$ cat src/rtl/wshb_frame_reader.sv
// Wishbone burst reader that streams a frame buffer from SDRAM into a downstream pixel FIFO.
// Fetches fixed-length bursts, retries on err/rty, and wraps the word index at the end of each frame.
module wshb_frame_reader #(
  parameter int unsigned FRAME_WORDS = 480000,
  parameter logic [31:0] BASE_ADDR   = 32'h0,
  parameter int unsigned BURST       = 16
) (
  input  logic        sys_clk,
  input  logic        sys_rst_n,
  input  logic        enable,
  output logic [31:0] adr,
  output logic        cyc,
  output logic        stb,
  output logic        we,
  output logic [3:0]  sel,
  output logic [31:0] dat_ms,
  output logic [2:0]  cti,
  output logic [1:0]  bte,
  input  logic [31:0] dat_sm,
  input  logic        ack,
  input  logic        err,
  input  logic        rty,
  input  logic        walmost_full,
  output logic [31:0] wdata,
  output logic        wvalid,
  output logic        frame_start
);

  localparam int unsigned IW = (FRAME_WORDS > 1) ? $clog2(FRAME_WORDS) : 1;
  localparam int unsigned CW = $clog2(BURST);
  localparam logic [CW-1:0] LAST_CNT = CW'(BURST - 1);
  localparam logic [IW-1:0] LAST_IDX = IW'(FRAME_WORDS - 1);

  localparam logic [1:0] S_IDLE  = 2'd0;
  localparam logic [1:0] S_CHECK = 2'd1;
  localparam logic [1:0] S_BURST = 2'd2;
  localparam logic [1:0] S_RETRY = 2'd3;

  logic [1:0]    state, state_n;
  logic [IW-1:0] idx, idx_n, idx_inc;
  logic [CW-1:0] cnt, cnt_n;
  logic          cyc_n, wvalid_n, fs_n;
  logic [31:0]   adr_n, wdata_n;
  logic [2:0]    cti_n;

  assign we     = 1'b0;
  assign sel    = 4'hF;
  assign dat_ms = 32'h0;
  assign bte    = 2'b00;

  function automatic logic [31:0] word_adr(input logic [IW-1:0] i);
    return BASE_ADDR + (32'(i) << 2);
  endfunction

  function automatic logic [2:0] burst_cti(input logic [CW-1:0] c);
    return (c == LAST_CNT) ? 3'b111 : 3'b010;
  endfunction

  // State and all bus/stream outputs are registered from their next values.
  always_ff @(posedge sys_clk or negedge sys_rst_n) begin
    if (!sys_rst_n) begin
      state       <= S_IDLE;
      idx         <= '0;
      cnt         <= '0;
      cyc         <= 1'b0;
      stb         <= 1'b0;
      adr         <= BASE_ADDR;
      cti         <= 3'b000;
      wvalid      <= 1'b0;
      wdata       <= 32'h0;
      frame_start <= 1'b0;
    end else begin
      state       <= state_n;
      idx         <= idx_n;
      cnt         <= cnt_n;
      cyc         <= cyc_n;
      stb         <= cyc_n;
      adr         <= adr_n;
      cti         <= cti_n;
      wvalid      <= wvalid_n;
      wdata       <= wdata_n;
      frame_start <= fs_n;
    end
  end

  // Next-state and next-output logic; error/retry outrank ack.
  always_comb begin
    state_n  = state;
    idx_n    = idx;
    cnt_n    = cnt;
    cyc_n    = 1'b0;
    adr_n    = adr;
    cti_n    = 3'b000;
    wvalid_n = 1'b0;
    wdata_n  = wdata;
    fs_n     = 1'b0;
    idx_inc  = (idx == LAST_IDX) ? '0 : idx + IW'(1);
    case (state)
      S_IDLE: begin
        if (enable) state_n = S_CHECK;
      end
      S_CHECK: begin
        if (!walmost_full) begin
          state_n = S_BURST;
          cyc_n   = 1'b1;
          adr_n   = word_adr(idx);
          cti_n   = burst_cti(cnt);
        end
      end
      S_BURST: begin
        if (err || rty) begin
          state_n = S_RETRY;
        end else if (ack) begin
          wvalid_n = 1'b1;
          wdata_n  = dat_sm;
          fs_n     = (idx == '0);
          idx_n    = idx_inc;
          if (cnt == LAST_CNT) begin
            cnt_n   = '0;
            state_n = enable ? S_CHECK : S_IDLE;
          end else begin
            cnt_n = cnt + CW'(1);
            cyc_n = 1'b1;
            adr_n = word_adr(idx_inc);
            cti_n = burst_cti(cnt + CW'(1));
          end
        end else begin
          cyc_n = 1'b1;
          cti_n = cti;
        end
      end
      S_RETRY: begin
        state_n = S_BURST;
        cyc_n   = 1'b1;
        adr_n   = word_adr(idx);
        cti_n   = burst_cti(cnt);
      end
      default: state_n = S_IDLE;
    endcase
  end

endmodule
$ cat config.mk
export PLATFORM = sky130hd
export DESIGN_NAME = wshb_frame_reader
export DESIGN_NICKNAME = d
export VERILOG_FILES = /design/src/rtl/wshb_frame_reader.sv
export SDC_FILE = /design/constraint.sdc
export NUM_CORES = 1
export LEC_CHECK = 0
export ABC_AREA = 1
export BUFFER_PORTS_ARGS = -buffer_cell sky130_fd_sc_hd__buf_2
export CAP_MARGIN = 20
export CELL_PAD_IN_SITES_DETAIL_PLACEMENT = 2
export CELL_PAD_IN_SITES_GLOBAL_PLACEMENT = 2
export CORE_UTILIZATION = 26
export CTS_BUF_LIST = sky130_fd_sc_hd__clkbuf_4
export DETAILED_ROUTE_END_ITERATION = 10
export PLACE_DENSITY_LB_ADDON = 0.1
export SLEW_MARGIN = 40
export SYNTH_ARGS = -nofsm -noshare
export SYNTH_HDL_FRONTEND = slang
export SYNTH_SLANG_ARGS = --single-unit
$ cat constraint.sdc
create_clock -name sys_clk -period 1.74 [get_ports sys_clk]
set_clock_uncertainty 0.2 [all_clocks]
set_input_delay 0.348 -clock sys_clk [delete_from_list [all_inputs] [get_ports sys_clk]]
set_output_delay 0.348 -clock sys_clk [all_outputs]
set_load 0.02 [all_outputs]
# Yosys cells after proc, flatten, opt, wreduce, memory -nomap -nowiden
# Index checks and enable logic that the tools add are counted.
# totals
register_bits	95
inputBits	39
out_inout_bits	110
wordCells	64
# op_classes
addsub	2
n_eq_ne	13
n_mux	32
bitwise_logic	1
n_reduce_logical	7
# ops
cell	n
32-bit 2-to-1 mux	4
32-bit case mux with 3 select lines	1
19-bit by 1-bit adder with 19-bit output (second input constant)	1
19-bit equality test (second input constant)	1
19-bit zero test	1
19-bit 2-to-1 mux	1
3-bit 2-to-1 mux	6
1-bit 2-to-1 mux	11
2-bit 2-to-1 mux	5
2-bit != test (second input constant)	5
3-bit case mux with 3 select lines	1
4-bit equality test (second input constant)	2
2-bit case mux with 4 select lines	1
3-bit != test (second input constant)	2
5-bit AND reduction	1
4-bit by 1-bit adder with 4-bit output (second input constant)	1
2-bit equality test (second input constant)	2
4-bit 2-to-1 mux	1
4-bit AND reduction	1
1-bit case mux with 3 select lines	1
3-bit AND reduction	1
3-bit nonzero test	1
2-bit by 1-bit equality test with 1-bit output (second input constant)	1
2-bit zero test	1
other kinds (2)	2

# Longest topological paths before layout
# Gate-level depths: netlist of the first run.
# depth
depth_word	7
ltp_mapped	11
ltp_nobuf	11

# Least setup slack after synthesis of the first run
# No wires, ideal clock.
# synth_timing
path_kind	flip-flop to flip-flop
startpoint	register idx[0]
endpoint	register adr[16]
setup_time_ps	117
t_arrival_ps	1422
t_required_ps	1423
slack_ps	1
path_stages_with_launch	11
path_buffers	0
synth_period_minus_slack_ps	1739
cell_sequence	dfrtp_1 -> ha_1 -> nand2_1 -> nor2_2 -> nand2_1 -> nor2_4 -> nand3_4 -> nand3_1 -> nand2_1 -> nand2_1 -> nand2_1
# synth_via
elab_chain_len	6
elab_cells_between_ends	7
cone_classes	add/sub: 1; eq/ne: 1; mux: 5
# synth_rtl
item	line	rtl
start: declaration	40	logic [IW-1:0] idx, idx_n, idx_inc;
start signal: assignment	74	idx <= idx_n;
19-bit by 1-bit adder with 19-bit output / 19-bit equality test (equally long branches)	97	idx_inc = (idx == LAST_IDX) ? '0 : idx + IW'(1);
19-bit 2-to-1 mux (*)	97	
32-bit 2-to-1 mux (*)	118	if (cnt == LAST_CNT) begin
32-bit 2-to-1 mux (*)	113	end else if (ack) begin
32-bit 2-to-1 mux (*)	111	if (err || rty) begin
32-bit case mux with 3 select lines (*)	98	case (state)
end signal: assignment	78	adr <= adr_n;
end: declaration	11	output logic [31:0] adr,
# Mark *: on every way between the ends. The rest lies on a longest branch, timed or not. The select of a mux whose other input is x is not followed.
# A chain may end at the register's enable or synchronous reset.

# Final worst setup path of the first run
# layout_timing
startpoint	register idx[1]
endpoint	register adr[18]
# The elaborated chain is that of the path after synthesis.

==> impl_summary.log, run 1 <==
[metrics] Tmin final: 1.85 ns
[metrics] cell area after synthesis: 4400 µm²
[metrics] number of buffers inserted during clock tree synthesis: 9
[metrics] average wire per standard cell: 16.6 µm
[metrics] run status: finished with violations
[metrics] TritonCTS Sinks: 81
[metrics] pwr dens: 1460 nW/µm²
[metrics] pin count of the biggest net entering global routing: 34
[metrics] DR pass1 iterations: 4
[metrics] Iter 0 DRT Violations: 161
[metrics] setup repair after global routing missed its margin: true
[metrics] flop and latch count out of synthesis: 81
[metrics] path depth of the worst reg2reg path: 12
[metrics] clock tree buffer depth: 2
[metrics] final weighted congestion of routability-driven global placement: 0.798
[metrics] fmax: 0.541 GHz
[metrics] H-tree depth: 3
[metrics] antenna fix cells: 0
[metrics] simple-gate share of the synthesized area: 0.290
[metrics] Max Cap Violations: 0
[metrics] Synth cell types: 33
[metrics] endpoint kind of the worst setup timing path: flop
[metrics] critical path class: flop to flop
[metrics] number of port buffers: 96
[metrics] die span in x: 132 µm
[metrics] Compound-Gate Fraction of Synth Area: 0.0769
[metrics] required time at the endpoint of the critical path: 1.93 ns
[metrics] antenna violations before repair: 0
[metrics] Core ar.: 16500 µm²
[metrics] CTS tree: built
[metrics] maximum ir drop on the vdd rail: 554 µV
[metrics] DRT Wirelength: 16.2 mm
[metrics] Arr. time, crit path: 2.04 ns
[metrics] largest family of logic cells by synthesized area: simple AND/OR/NAND/NOR gates
[metrics] clock-pin transition on the worst setup and hold timing paths: 0.16 ns
[metrics] crit share post-route: 1.06
[metrics] via count of the first global-routing pass: 4912
[metrics] final slew viol count: 0
[metrics] class of the tightest hold or removal check: primary input to async pin
[metrics] leakage power summed over all cells: 0.00323 µW
[metrics] Synth area leaders: sky130_fd_sc_hd__dfrtp_1 46%, sky130_fd_sc_hd__nand2_1 18%, sky130_fd_sc_hd__buf_4 9.6%, sky130_fd_sc_hd__nand3_1 3.6%, sky130_fd_sc_hd__o21ai_0 3.3%
[metrics] Net count, final: 796
[metrics] average size of a mapped cell: 7.77 µm²
[metrics] xor and xnor area share after synthesis: 0.00996
[metrics] Std-Cell Rows: 47
[metrics] proportion of synthesized chip area in sequential cells: 0.461
[metrics] final hold vios: 0
[metrics] Area after DPL: 5390 µm²
[metrics] global routing usage summed across all routing layers: 0.193
[metrics] Top Ports: 149
[metrics] placed wire-length estimate after detailed placement: 11.2 mm
[metrics] count of flip-flops with a built-in enable after synthesis: 0
[metrics] Die Y-Extent: 132 µm
[metrics] portion of netlist area occupied by mux cells: 0
[metrics] routed vias/inst: 4.47
[metrics] setup slack at placement: -0.213 ns
[metrics] post-synthesis to final-layout area growth: 43.8%
[metrics] most prevalent standard cell on the critical path: sky130_fd_sc_hd__nand2_1
[metrics] fraction of final layout cells with drive strength greater than 1: 0.340
[metrics] cell at the root of the clock tree: sky130_fd_sc_hd__clkbuf_4
[metrics] Critical-path top delay cell: sky130_fd_sc_hd__dfrtp_1
[metrics] insertion delay of the later-clocked pin in the worst-skew pair: 0.48 ns
[metrics] CP peak stage delay: 0.43 ns
[metrics] vias post-DR: 4370
[metrics] remaining antenna violation count: 0
[metrics] maximum fanout count along the critical path: 4
[metrics] share of the synthesized area in the top cell type: 0.461
[metrics] post-route setup TNS: -1.09 ns
[metrics] number of endpoints failing setup at the final stage: 24
[metrics] initial core utilization: 0.266
[metrics] global-route wire length before repair: 26.2 mm
[metrics] violated checks: negative setup slack
[metrics] biggest area consumer among synthesized cells: sky130_fd_sc_hd__dfrtp_1
[metrics] ys flop type: sky130_fd_sc_hd__dfrtp_1
[metrics] final design instance area without fill: 6320 µm²
[metrics] GRT overflow: 0
[metrics] # DRC: 0
[metrics] final worst-path setup slack: -0.109 ns
[metrics] Warnings, synthesis: 0
[metrics] synthesized netlist cell count: 566
[metrics] startpoint class of the critical path: flop
[metrics] Cell Chain, Critical Path: ha_4 -> nand2_4 -> nor2_4 -> nand2_2 -> nor2_4 -> buf_4 -> buf_4 -> nand3_1 -> nand3_2 -> nand2_1 -> nand2_1 -> nand2_1
[metrics] adder-cell share of the synthesized area: 0.0114
[metrics] total power after layout: 9250 µW
[metrics] Die Outline Area: 17400 µm²
[metrics] Async S/R FF share, synth: 1.00
[registers in the layout, indices dropped and copies added, names as in the netlist]
signal	count
cti	2
stb	1
frame_start	1
adr	19
wdata	32
state	2
cnt	4
idx	19
wvalid	1
[placed cells by master, fill, tap and decap left out, types with 2 or more instances in the layout]
master | Yosys | layout
sky130_fd_sc_hd__nor2_1 | 33 | 24
sky130_fd_sc_hd__nand2_4 | 0 | 4
sky130_fd_sc_hd__bufinv_16 | 0 | 2
sky130_fd_sc_hd__nand3b_1 | 2 | 2
sky130_fd_sc_hd__dlygate4sd3_1 | 0 | 35
sky130_fd_sc_hd__clkinv_4 | 0 | 2
sky130_fd_sc_hd__nor2_2 | 1 | 4
sky130_fd_sc_hd__clkbuf_4 | 0 | 9
sky130_fd_sc_hd__dfrtp_2 | 0 | 5
sky130_fd_sc_hd__nor2_4 | 2 | 8
sky130_fd_sc_hd__a21oi_2 | 3 | 8
sky130_fd_sc_hd__buf_12 | 0 | 8
sky130_fd_sc_hd__o21ai_2 | 0 | 7
sky130_fd_sc_hd__inv_4 | 0 | 2
sky130_fd_sc_hd__nand3_2 | 1 | 12
sky130_fd_sc_hd__inv_2 | 6 | 5
sky130_fd_sc_hd__xor2_2 | 0 | 2
sky130_fd_sc_hd__xor2_1 | 5 | 3
sky130_fd_sc_hd__buf_2 | 8 | 95
sky130_fd_sc_hd__nand3_4 | 1 | 5
sky130_fd_sc_hd__a21oi_1 | 19 | 14
sky130_fd_sc_hd__nand2_1 | 205 | 193
sky130_fd_sc_hd__nand3_1 | 32 | 18
sky130_fd_sc_hd__nand4_1 | 16 | 16
sky130_fd_sc_hd__o211ai_1 | 3 | 3
sky130_fd_sc_hd__ha_1 | 4 | 3
sky130_fd_sc_hd__buf_4 | 56 | 55
sky130_fd_sc_hd__o21ai_1 | 7 | 13
sky130_fd_sc_hd__inv_1 | 28 | 27
sky130_fd_sc_hd__conb_1 | 2 | 52
sky130_fd_sc_hd__o21ai_0 | 29 | 16
sky130_fd_sc_hd__buf_6 | 2 | 9
sky130_fd_sc_hd__dfrtp_1 | 81 | 76
sky130_fd_sc_hd__nand2_2 | 1 | 9
[logic make-up (layout without fill, tap and decap cells)]
| kind of cell | after synthesis | count (layout) |
|---|---|---|
| AOI/OAI and AO/OA | 63 | 63 |
| other | 2 | 52 |
| and+or+nand+nor | 299 | 300 |
| buffers and inverters | 112 | 253 |
| DFF | 81 | 81 |
| xor gates and xnor gates | 5 | 5 |
| adders and majority gates | 4 | 4 |
[path summary, 6_finish.rpt]
check | endpoint | start | slack (ns)
max | adr[18] | idx[1] | -0.11
min | adr[13] | sys_rst_n | 0.09
max reg2reg | adr[18] | idx[1] | -0.11
min reg2reg | adr[8] | adr[8] | 0.29
max in group asynchronous | wdata[11] | sys_rst_n | 0.78
min in group sys_clk | stb | walmost_full | 0.10
[routing by layer]
layer	vias up	wire, µm	GRT usage
li1	2064	-	-
met1	2197	6540	0.220
met2	100	8870	0.359
met3	9	656	0.0507
met4	0	148	0.0368
met5	-	0	0
[synthesized netlist by cell type, drive strengths merged, types with 2 or more instances]
| cell | number |
|---|---|
| a21oi | 22 |
| nand3 | 34 |
| ha | 4 |
| clkbuf | 7 |
| buf | 70 |
| o21ai | 36 |
| nor2 | 37 |
| o211ai | 3 |
| nand2 | 206 |
| xor2 | 5 |
| nand4 | 16 |
| nand3b | 2 |
| nor3 | 2 |
| conb | 2 |
| dfrtp | 81 |
| inv | 34 |
[critical path: cells and delay by family (launching register included)]
| kind | cells | cell delay, ns |
|---|---|---|
| AND/OR/NAND/NOR | 9 | 0.71 |
| flip-flops | 1 | 0.43 |
| buffers and inverters | 2 | 0.24 |
| adder cells (fa/ha/maj) | 1 | 0.18 |
[where the power goes]
part / internal [µW] / leakage [µW] / total, µW / switching (µW)
clock: 600 / 0.0000924 / 1400 / 799
combinational: 1790 / 0.00212 / 4740 / 2950
sequential: 2600 / 0.00102 / 3120 / 512
[timing repair]
item                       in CTS  in global routing
pin swaps                       7                 25
setup endpoints to repair      34                 41
hold endpoints to repair      115                  0
buffers inserted                5                  4
hold buffers                   35                  0
cloned                          1                  0
gates resized for setup        40                 58
[cell type report]
type	count	area, µm²
fillers	1949	10200
multi-input cells	424	2200
flip-flops and latches	81	2030
repair buffers	202	1500
well taps	220	275
inverters	35	136
clock inverters	7	103
clock buffers	9	67.6
[stage by stage]
step | hold WS (ns) | cells | util
after floorplan | -0.148 | 616 | -
after CTS | 0.0576 | 975 | 0.369
after global placement | 0.0630 | 918 | 0.326
final | 0.0931 | 978 | 0.382
after global routing | 0.0708 | 978 | 0.382
after detailed placement | 0.0691 | 918 | 0.326
Note: power is estimated with default switching activity, not from simulation.
==> inputs of run 2 (changes only) <==
--- a/config.mk
+++ b/config.mk
@@ -10,8 +10,7 @@
 export CAP_MARGIN = 20
 export CELL_PAD_IN_SITES_DETAIL_PLACEMENT = 2
 export CELL_PAD_IN_SITES_GLOBAL_PLACEMENT = 2
-export CORE_UTILIZATION = 26
-export CTS_BUF_LIST = sky130_fd_sc_hd__clkbuf_4
+export CORE_UTILIZATION = 25
 export DETAILED_ROUTE_END_ITERATION = 10
 export PLACE_DENSITY_LB_ADDON = 0.1
 export SLEW_MARGIN = 40
==> impl_summary.log, run 2 (synthesis results as in run 1) <==
[metrics] run status: finished with violations (unchanged)
[metrics] violated checks: negative setup slack (unchanged)
[metrics] internal portion of total power: 5730 µW (was 5000 µW)
[metrics] clock tree buffer depth: 2 (unchanged)
[metrics] most frequent standard cell in the layout excluding fill and tap cells: sky130_fd_sc_hd__nand2_1 (unchanged)
[metrics] final-layout fill cell count: 1971 (was 1949)
[metrics] TritonCTS Sinks: 81 (unchanged)
[metrics] required time at the endpoint of the critical path: 1.79 ns (was 1.93 ns)
[metrics] Clk network pwr share: 0.213 (was 0.151)
[metrics] final weighted congestion of routability-driven global placement: 0.807 (was 0.798)
[metrics] placed wire-length estimate after detailed placement: 11.1 mm (was 11.2 mm)
[metrics] Die Y-Extent: 135 µm (was 132 µm)
[metrics] GRT overflow: 0 (unchanged)
[metrics] startpoint class of the critical path: flop (unchanged)
[metrics] setup slack at placement: -0.169 ns (was -0.213 ns)
[metrics] post-synthesis to final-layout area growth: 43.4% (was 43.8%)
[metrics] maximum ir drop on the vdd rail: 601 µV (was 554 µV)
[metrics] number of endpoints failing setup at the final stage: 21 (was 24)
[metrics] Min Hold Slack: 0.00766 ns (was 0.0931 ns)
[metrics] endpoint kind of the worst setup timing path: flop (unchanged)
[metrics] Tmin final: 1.85 ns (about the same)
[metrics] fmax: 0.539 GHz (was 0.541 GHz)
[metrics] DR pass1 iterations: 5 (was 4)
[metrics] pin count of the biggest net entering global routing: 34 (unchanged)
[metrics] Area after DPL: 5400 µm² (was 5390 µm²)
[metrics] initial core utilization: 0.255 (was 0.266)
[metrics] Max Cap Violations: 0 (unchanged)
[metrics] Core ar.: 17200 µm² (was 16500 µm²)
[metrics] setup repair after global routing missed its margin: true (unchanged)
[metrics] clock-pin transition on the worst setup and hold timing paths: 0.07 ns (was 0.16 ns)
[metrics] total power after layout: 10000 µW (was 9250 µW)
[metrics] final hold vios: 0 (unchanged)
[metrics] switching pwr: 4280 µW (was 4260 µW)
[metrics] critical path class: flop to flop (unchanged)
[metrics] average wire per standard cell: 16.2 µm (was 16.6 µm)
[metrics] register name with the most flops: wdata (unchanged)
[metrics] r2r setup slk: -0.11 ns (about the same)
[metrics] crit share post-route: 1.07 (was 1.06)
[metrics] share of power burned in registers: 0.311 (was 0.337)
[metrics] Die Outline Area: 18100 µm² (was 17400 µm²)
[metrics] # DRC: 0 (unchanged)
[metrics] CTS tree: built (unchanged)
[metrics] antenna fix cells: 0 (unchanged)
[metrics] via count of the first global-routing pass: 4827 (was 4912)
[metrics] biggest regs: wdata: 32 flops, adr: 19 flops, idx: 19 flops (unchanged)
[metrics] maximum fanout count along the critical path: 5 (was 4)
[metrics] final worst-path setup slack: -0.114 ns (was -0.109 ns)
[metrics] number of flip-flops in the largest register: 32 (unchanged)
[metrics] final design instance area without fill: 6300 µm² (was 6320 µm²)
[metrics] class of the tightest hold or removal check: primary input to flop (was primary input to async pin)
[metrics] Iter 0 DRT Violations: 86 (was 161)
[metrics] startpoint of the most critical hold path: dat_sm[20]
[metrics] Net count, final: 788 (was 796)
[metrics] vias post-DR: 4285 (was 4370)
[metrics] remaining antenna violation count: 0 (unchanged)
[metrics] die span in x: 135 µm (was 132 µm)
[metrics] routed vias/inst: 4.39 (was 4.47)
[metrics] Arr. time, crit path: 1.90 ns (was 2.04 ns)
[metrics] antenna violations before repair: 0 (unchanged)
[metrics] H-tree depth: 3 (unchanged)
[metrics] net switching fraction of the power: 0.427 (was 0.460)
[metrics] Top Ports: 149 (unchanged)
[metrics] number of buffers inserted during clock tree synthesis: 9 (unchanged)
[metrics] number of port buffers: 96 (unchanged)
[metrics] global-route wire length before repair: 24.6 mm (was 26.2 mm)
[metrics] proportion of power drawn by combinational gates: 0.476 (was 0.512)
[metrics] global routing usage summed across all routing layers: 0.177 (was 0.193)
[metrics] origin of the worst setup path: idx[0] (was idx[1])
[metrics] cell at the root of the clock tree: sky130_fd_sc_hd__clkbuf_16 (was sky130_fd_sc_hd__clkbuf_4)
[metrics] DRT Wirelength: 15.8 mm (was 16.2 mm)
[metrics] commonest non-fill, non-tap cells in the layout: 192 x sky130_fd_sc_hd__nand2_1, 95 x sky130_fd_sc_hd__buf_2, 78 x sky130_fd_sc_hd__dfrtp_1 (was 193 x sky130_fd_sc_hd__nand2_1, 95 x sky130_fd_sc_hd__buf_2, 76 x sky130_fd_sc_hd__dfrtp_1)
[metrics] final slew viol count: 0 (unchanged)
[metrics] fraction of final layout cells with drive strength greater than 1: 0.340 (about the same)
[metrics] reg2reg start: idx[0] (was idx[1])
[metrics] leakage power summed over all cells: 0.00323 µW (about the same)
[metrics] insertion delay of the later-clocked pin in the worst-skew pair: 0.35 ns (was 0.48 ns)
[metrics] pwr dens: 1590 nW/µm² (was 1460 nW/µm²)
[metrics] Std-Cell Rows: 48 (was 47)
[metrics] post-route setup TNS: -1.08 ns (was -1.09 ns)
run 2: cell count changes in the layout (fill, tap and decap cells not counted), sizes merged:
cell,before,now
dlygate4sd3,35,19
buf,167,173
clkbuf,9,12
inv,36,35
run 2: cell type report:
| type | count | area (µm²) | share of cell area |
|---|---|---|---|
| Sequential cell | 81 | 2030 | 0.322 |
| Timing Repair Buffer | 194 | 1400 | 0.222 |
| Multi-Input combinational cell | 424 | 2140 | 0.339 |
| Inverter | 35 | 134 | 0.0212 |
| Clock inverter | 6 | 91.3 | 0.0145 |
| Tap cell | 225 | 282 | 0.0447 |
| Clock buffer | 10 | 229 | 0.0363 |
run 2: final timing paths:
kind / end / cells after the start
hold / removal: wdata[20] / 3
min in group asynchronous: idx[0] / 2
setup / recovery: adr[5] / 10
hold reg to reg: wdata[19] / 2
setup reg to reg: adr[5] / 10
max in group asynchronous: wdata[22] / 3
run 2: power groups by stage:
| stage | Combinational (µW) | Sequential [µW] | Clock, µW |
|---|---|---|---|
| 2_1_floorplan | 1900 | 3720 | 0 |
| 3_3_place_gp | 4230 | 3090 | 0 |
| 3_5_place_dp | 4370 | 3110 | 0 |
| 4_1_cts | 4530 | 3110 | 2200 |
| 5_1_grt | 5230 | 3210 | 2250 |
| 6_report | 4760 | 3110 | 2130 |
run 2: timing repair:
| item | CTS | global route |
|---|---|---|
| gates resized for setup | 29 | 48 |
| pin swaps | 7 | 22 |
| endpoints found under the hold margin | 42 | 0 |
| setup buffers | 6 | 4 |
| gates cloned | 1 | 2 |
| hold buffers | 19 | 0 |
| setup endpoints to repair | 28 | 36 |
run 2: stage by stage:
step                 util  std cells
finish              0.366        975
global route        0.366        975
CTS                 0.352        969
detailed placement  0.313        927
global placement    0.313        927
floorplan               -        616
run 2: worst max-delay path: stages, from the launching register on:
cell and delay, ns:
sky130_fd_sc_hd__dfrtp_1 0.40, sky130_fd_sc_hd__ha_4 0.18, sky130_fd_sc_hd__nand2_4 0.05, sky130_fd_sc_hd__nor2_4 0.10, sky130_fd_sc_hd__nand2_2 0.08, sky130_fd_sc_hd__nor2_4 0.21, sky130_fd_sc_hd__nand3_4 0.19, sky130_fd_sc_hd__nand3b_1 0.16
sky130_fd_sc_hd__nand2_1 0.06, sky130_fd_sc_hd__nand2_1 0.07, sky130_fd_sc_hd__nand2_1 0.05
run 2: metal layers:
layer | vias up | wire length, µm | global-route usage | part of all wire
met5 | - | 0 | 0 | 0
met3 | 20 | 549 | 0.0323 | 0.035
met2 | 96 | 8240 | 0.322 | 0.52
met1 | 2114 | 6720 | 0.204 | 0.42
met4 | 0 | 321 | 0.0730 | 0.020
li1 | 2055 | - | - | -
